File: src/rtl/rand_range_sampler.sv
`default_nettype none
// ============================================================================
// Module   : rand_range_sampler
// Purpose  : Turns raw random words into uniform integers in [0, BOUND) by
//            mask-and-reject sampling, without a divider. A bound is taken
//            from the client, words are pulled from the random source one at
//            a time, and the first masked word below the bound is returned.
// Ports    :
//   CLK                 clock, all state updates on posedge
//   RESET               asynchronous active-high reset
//   REQ_WRITE           requested bound (0 selects the full 2^WIDTH range)
//   REQ_WRITE_VALID     client presents a bound
//   REQ_WRITE_CONSUMED  bound is taken this cycle (high whenever idle)
//   RESP_READ           sampled result
//   RESP_READ_VALID     result available
//   RESP_READ_CONSUMED  client takes the result
//   RAND_REQ            one-cycle strobe asking the source for a new word
//   RAND_WORD           current source word, valid the cycle after RAND_REQ
//   REJECT_COUNT        saturating total of rejected draws
// Revision : 1.0 - initial release
// ============================================================================
module rand_range_sampler #(
    parameter int WIDTH     = 32,
    parameter int CNT_WIDTH = 16
) (
    input  logic                 CLK,
    input  logic                 RESET,
    input  logic [WIDTH-1:0]     REQ_WRITE,
    input  logic                 REQ_WRITE_VALID,
    output logic                 REQ_WRITE_CONSUMED,
    output logic [WIDTH-1:0]     RESP_READ,
    output logic                 RESP_READ_VALID,
    input  logic                 RESP_READ_CONSUMED,
    output logic                 RAND_REQ,
    input  logic [WIDTH-1:0]     RAND_WORD,
    output logic [CNT_WIDTH-1:0] REJECT_COUNT
);

    typedef enum logic [1:0] {
        S_IDLE  = 2'd0,
        S_FETCH = 2'd1,
        S_CHECK = 2'd2,
        S_HOLD  = 2'd3
    } state_t;

    state_t               state_q;
    logic [WIDTH-1:0]     bound_q;
    logic [WIDTH-1:0]     mask_q;
    logic [WIDTH-1:0]     resp_q;
    logic                 resp_valid_q;
    logic                 rand_req_q;
    logic [CNT_WIDTH-1:0] rej_cnt_q;

    logic [WIDTH-1:0]     bound_m1;
    logic [WIDTH-1:0]     mask_d;
    logic [WIDTH-1:0]     sample_d;
    logic                 accept_d;
    logic [CNT_WIDTH-1:0] rej_cnt_d;

    // Mask = every bit at and below the MSB of (bound - 1). A bound of 0
    // wraps to all ones (full range); a bound of 1 gives an empty mask.
    always_comb begin
        bound_m1 = REQ_WRITE - WIDTH'(1);
        mask_d   = '0;
        for (int i = 0; i < WIDTH; i++) begin
            mask_d[i] = |(bound_m1 >> i);
        end
    end

    // Masked draw and acceptance test. With the mask no wider than needed,
    // at least half of the masked values lie below the bound.
    always_comb begin
        sample_d  = RAND_WORD & mask_q;
        accept_d  = (bound_q == '0) || (sample_d < bound_q);
        rej_cnt_d = (&rej_cnt_q) ? rej_cnt_q : rej_cnt_q + CNT_WIDTH'(1);
    end

    always_ff @(posedge CLK or posedge RESET) begin
        if (RESET) begin
            state_q      <= S_IDLE;
            bound_q      <= '0;
            mask_q       <= '0;
            resp_q       <= '0;
            resp_valid_q <= 1'b0;
            rand_req_q   <= 1'b0;
            rej_cnt_q    <= '0;
        end else begin
            // The strobe is raised only on entry to FETCH, so it lasts
            // exactly one cycle and comes straight from a flop.
            rand_req_q <= 1'b0;
            case (state_q)
                S_IDLE: begin
                    if (REQ_WRITE_VALID) begin
                        bound_q    <= REQ_WRITE;
                        mask_q     <= mask_d;
                        rand_req_q <= 1'b1;
                        state_q    <= S_FETCH;
                    end
                end
                S_FETCH: begin
                    // Source updates its word at the end of this cycle.
                    state_q <= S_CHECK;
                end
                S_CHECK: begin
                    if (accept_d) begin
                        resp_q       <= sample_d;
                        resp_valid_q <= 1'b1;
                        state_q      <= S_HOLD;
                    end else begin
                        rej_cnt_q  <= rej_cnt_d;
                        rand_req_q <= 1'b1;
                        state_q    <= S_FETCH;
                    end
                end
                S_HOLD: begin
                    if (RESP_READ_CONSUMED) begin
                        resp_valid_q <= 1'b0;
                        state_q      <= S_IDLE;
                    end
                end
                default: begin
                    state_q <= S_IDLE;
                end
            endcase
        end
    end

    assign REQ_WRITE_CONSUMED = (state_q == S_IDLE);
    assign RESP_READ          = resp_q;
    assign RESP_READ_VALID    = resp_valid_q;
    assign RAND_REQ           = rand_req_q;
    assign REJECT_COUNT       = rej_cnt_q;

endmodule
`default_nettype wire
File: config.mk
export PLATFORM = sky130hd
export DESIGN_NAME = rand_range_sampler
export DESIGN_NICKNAME = d
export VERILOG_FILES = /design/src/rtl/rand_range_sampler.sv
export SDC_FILE = /design/constraint.sdc
export NUM_CORES = 1
export LEC_CHECK = 0
export CAP_MARGIN = 30
export CORE_UTILIZATION = 53
export CTS_CLUSTER_DIAMETER = 150
export DETAILED_ROUTE_END_ITERATION = 12
export PLACE_DENSITY = 0.8
export SLEW_MARGIN = 0
export SYNTH_ARGS = -nofsm -noshare
export SYNTH_HDL_FRONTEND = slang
export SYNTH_SLANG_ARGS = --single-unit
File: constraint.sdc
create_clock -name CLK -period 5.6 [get_ports CLK]
set_input_delay 1.4 -clock CLK [delete_from_list [all_inputs] [get_ports CLK]]
set_output_delay 1.4 -clock CLK [all_outputs]
set_load 0.05 [all_outputs]
# Yosys cells after proc, flatten, opt, wreduce, memory -nomap -nowiden
# Cells that the tools add are included.
# classes
add_sub_neg	2
eq_ne	6
reduce_logical	41
magnitude_cmp	1
bitwise	3
n_mux	10
# op_table
op	n
$and A32 B32 Y32	1
$logic_not A32 Y1	1
$lt A32 B32 Y1	1
$reduce_or A32 Y1	1
$sub A32 B1 Y32 const B	1
$reduce_or A31 Y1	1
$reduce_or A30 Y1	1
$reduce_or A29 Y1	1
$reduce_or A28 Y1	1
$reduce_or A27 Y1	1
$reduce_or A26 Y1	1
$reduce_or A25 Y1	1
$reduce_or A24 Y1	1
$reduce_or A23 Y1	1
$reduce_or A22 Y1	1
$reduce_or A21 Y1	1
$reduce_or A20 Y1	1
$reduce_or A19 Y1	1
$reduce_or A18 Y1	1
$reduce_or A17 Y1	1
$add A16 B1 Y16 const B	1
$reduce_and A16 Y1	1
$reduce_or A16 Y1	1
$reduce_or A15 Y1	1
other kinds (26)	39
# word_totals
output_inout_bits	51
word_cells	70
register_bits	116
in_bits	68

# Depth between registers and ports, before layout
# Gate-level depths: netlist of run 1.
# logic_depth
ltp_word	5
depth_mapped	10
mapped_depth_nobuf	9

# Least setup slack after synthesis of run 1
# OpenSTA, ideal clock, no wires.
# synth_path
path_kind	input to register
from	input REQ_WRITE[1]
to	register mask_q[6]
cell_stages	10
path_buffers	1
t_arrival_ns	3.733
setup_time_ns	0.152
required_ns	5.448
path_slack_ns	1.715
path_cell_list	inv_1 -> ha_1 -> buf_2 -> nor3b_2 -> nand2_2 -> o32ai_1 -> a21oi_1 -> or4_1 -> nor4_1 -> a41oi_1
# synth_via
elab_chain_len	2
# synth_rtl
element	line	text
start, declared	28	input logic [WIDTH-1:0] REQ_WRITE,
$sub A32 B1 Y32	63	bound_m1 = REQ_WRITE - WIDTH'(1);
$reduce_or A26 Y1	66	mask_d[i] = |(bound_m1 >> i);
end signal, assigned	95	mask_q <= mask_d;
end, declared	48	logic [WIDTH-1:0] mask_q;
# No other way between the ends.
# A chain may end at the register's enable or synchronous reset.

# Worst setup path in the final report of run 1
# Ends and elaborated chain as after synthesis.

==> metrics.cfg, run 1 <==
[global_routing]
grt_usage = 0.3053
grt_pass1_vias = 5959
grt_pass1_wl_mm = 30.31
antenna_found_initial = 0
overflow = 0
grt_max_degree = 95

[power_and_ir_drop]
p_int_w = 0.002594
leakage_nw = 3.527
p_sw_w = 0.001737
p_sw_frac = 0.4011
clock_power_share = 0.265
peakVddDrop_uv = 270.2
power_density_nw_per_um2 = 504.0
combPwrFrac = 0.434
seqPwrFrac = 0.301

[sta]
finClkSkew_ns = 0.01306
relSlewSlack = 0.3430
timing.final.ws_setup_ns = 0.6779
setup_violations = 0
hold_viol = 0
period_share = 0.8789
fmax_ghz = 0.2032
worst_pin_slew_ns = 0.9789
whs_ns = 0.4715
finalSetupTns_ns = 0
rsz0062_at_grt = false
min_period_ns = 4.922
drv_slew = 0

[detailed_routing]
route.met3.wl_mm = 1.296
wl_mm = 18.76
m1WireLength_mm = 8.091
antenna_left = 0
routed.top_layer = met4
wire_per_inst_um = 18.55
first_pass_iters = 5
viasPerCell = 5.908
dr_wl_met2_mm = 8.767
drtIter0Drc = 556
drc = 0
vias = 5973

[yosys]
synth_warnings = 0
syn_inst = 714
syn_avg_cell_area_sq_um = 9.282
synthTopCellsByArea = dfrtp_1 (44%), ha_1 (6.4%), mux2_2 (5.4%)
synth_edf_count = 0
synth-async-reset-ratio = 1.000
synth_seq_cells = 116
ys_seq_area_frac = 0.4380
synthesis.area_sq_um = 6628
ys_types = 63
ys.flop_type = dfrtp_1
yosys.area.top_type = dfrtp_1
synth_fp_nets = 816
synth_top_area_share = 0.4380

[place]
routabilityCongestion = 0.9271
port_buffers = 118
dp_slack_ns = 0.3342
placed_cell_area_sq_um = 7973
dp_hpwl_mm = 13.59

[setup_path]
critPathCaptureType = flip-flop
startpoint_type = input port
worstSetupPathType = input port to flip-flop
crit_fanout = 11
arrival_ns = 5.17
required_ns = 5.85
r2r-start = mask_q[31]
startpoint = REQ_WRITE[1]

[clock_network]
clkTransAtPathRegs_ns = 0.05
cts_hold_buf = 0
numCtsBuffers = 17
root_buffer = clkbuf_16
clock-sinks = 116
cts_tree = yes
cts_resized = 0
cts_max_level = 4
clkLatencyLatePin_ns = 0.43
ctsLongestPathBuffers = 2
cts_setup_buffers = 0

[floorplan]
coreArea_sq_um = 12110
die_x_um = 113.8
io_pins = 119
start_util = 0.5472
die_y_um = 113.8
num_rows = 40
die-area_sq_um = 12960

[finish]
final_area_sq_um = 8592
layout.nets = 932
layout_commonest_cell = clkdlybuf4s50_1
nFillCells = 949
area_growth_pct = 29.64
antennaDiodeCount = 0
final_cell_mix = clkdlybuf4s50_1 (118), dfrtp_1 (116), nand2_1 (69)
drive_above_1_share = 0.1020

[outcome]
status = complete, no violations

[min_path]
hold_class = flip-flop to flip-flop
min-delay-start = mask_q[30]

[run]
cap_violations = 0

[final timing paths]
path / to / slack, ns / cells past startpoint
hold reg to reg: mask_q[30] / 0.47 / 1
hold / removal: mask_q[30] / 0.47 / 1
max in group asynchronous: bound_q[23] / 3.21 / 3
min in group asynchronous: bound_q[9] / 1.52 / 2
setup reg to reg: REJECT_COUNT[1] / 2.64 / 10
setup / recovery: mask_q[6] / 0.68 / 10
[per-layer routing]
metal  track usage  vias to the layer above
li1              -                     2786
met1        0.3991                     2895
met2        0.4862                      248
met3       0.06801                       44
met4        0.1403                        0
met5             0                        -
[metrics by stage]
step | utilization | std cells | total power (W)
2_1_floorplan | - | 714 | 0.002535
3_3_place_gp | 0.6576 | 978 | 0.003082
3_5_place_dp | 0.6583 | 979 | 0.003158
4_1_cts | 0.7094 | 1011 | 0.004331
5_1_grt | 0.7094 | 1011 | 0.004544
6_report | 0.7094 | 1011 | 0.004331
[area by class of cell]
cell class              count  area (sq um)  share of cell area
multi-input cells         520          3425              0.3986
well taps                 168         210.2             0.02446
clock inverters             9         151.4             0.01762
clock buffers              23         467.9             0.05446
repair buffers            128          1256              0.1462
flip-flops and latches    116          2903              0.3378
inverters                  47         178.9             0.02082
[synthesized netlist by cell type, types with 3 or more instances]
cell      instances
o31ai_1           7
xor2_1           19
nor2b_1           3
xnor2_1          11
o22ai_1           4
nor3_1           28
buf_1             4
nand2b_1          5
or4_1             4
a31oi_1          15
o32ai_1           3
nor4_1           27
nor2_1           58
inv_1            47
o21ai_0          52
nand4_1          16
a21oi_1          28
dfrtp_1         116
mux2_2           32
nand3b_1          3
nor3b_1           3
nand2_1          69
buf_2             7
and2_1           33
ha_1             34
nand3_1          10
o31a_1            3
or3_1             6
and4_1            4
clkbuf_1         20
[critical path, cell delays in order]
cell and delay (ns):
clkdlybuf4s50_1 0.49, inv_1 0.13, ha_1 0.40, nor3b_2 0.64, nand2_2 0.25, o32ai_1 0.33, a21oi_1 0.16, or4_1 0.53
nor4_1 0.66, a41oi_1 0.19
[sequential cells by signal, indices dropped and copies added, names as in the netlist]
name,flops
RESP_READ,32
bound_q,32
mask_q,32
REJECT_COUNT,16
state_q,2
RAND_REQ,1
RESP_READ_VALID,1
[kinds of logic after synthesis]
group	Yosys count	synth area share
buf+inv	78	0.04550
simple gates	288	0.2330
compound gates	134	0.1223
fa+ha+maj	34	0.06419
xor+xnor	30	0.03964
flops	116	0.4380
mux	34	0.05739
[power groups by stage]
stage | sequential (W) | clock (W) | combinational, W
after floorplan | 0.00172 | 0 | 0.000811
after CTS | 0.00130 | 0.00116 | 0.00187
after global placement | 0.00129 | 0 | 0.00179
final | 0.00130 | 0.00115 | 0.00188
after detailed placement | 0.00131 | 0 | 0.00185
after global routing | 0.00133 | 0.00119 | 0.00202
(Power assumes the default switching activity.)
==> run 2: changes to the inputs <==
- SKIP_LAST_GASP: default -> 1
==> results of run 2 <==
No change in the layout: final DEF, timing and power equal those of run 1.
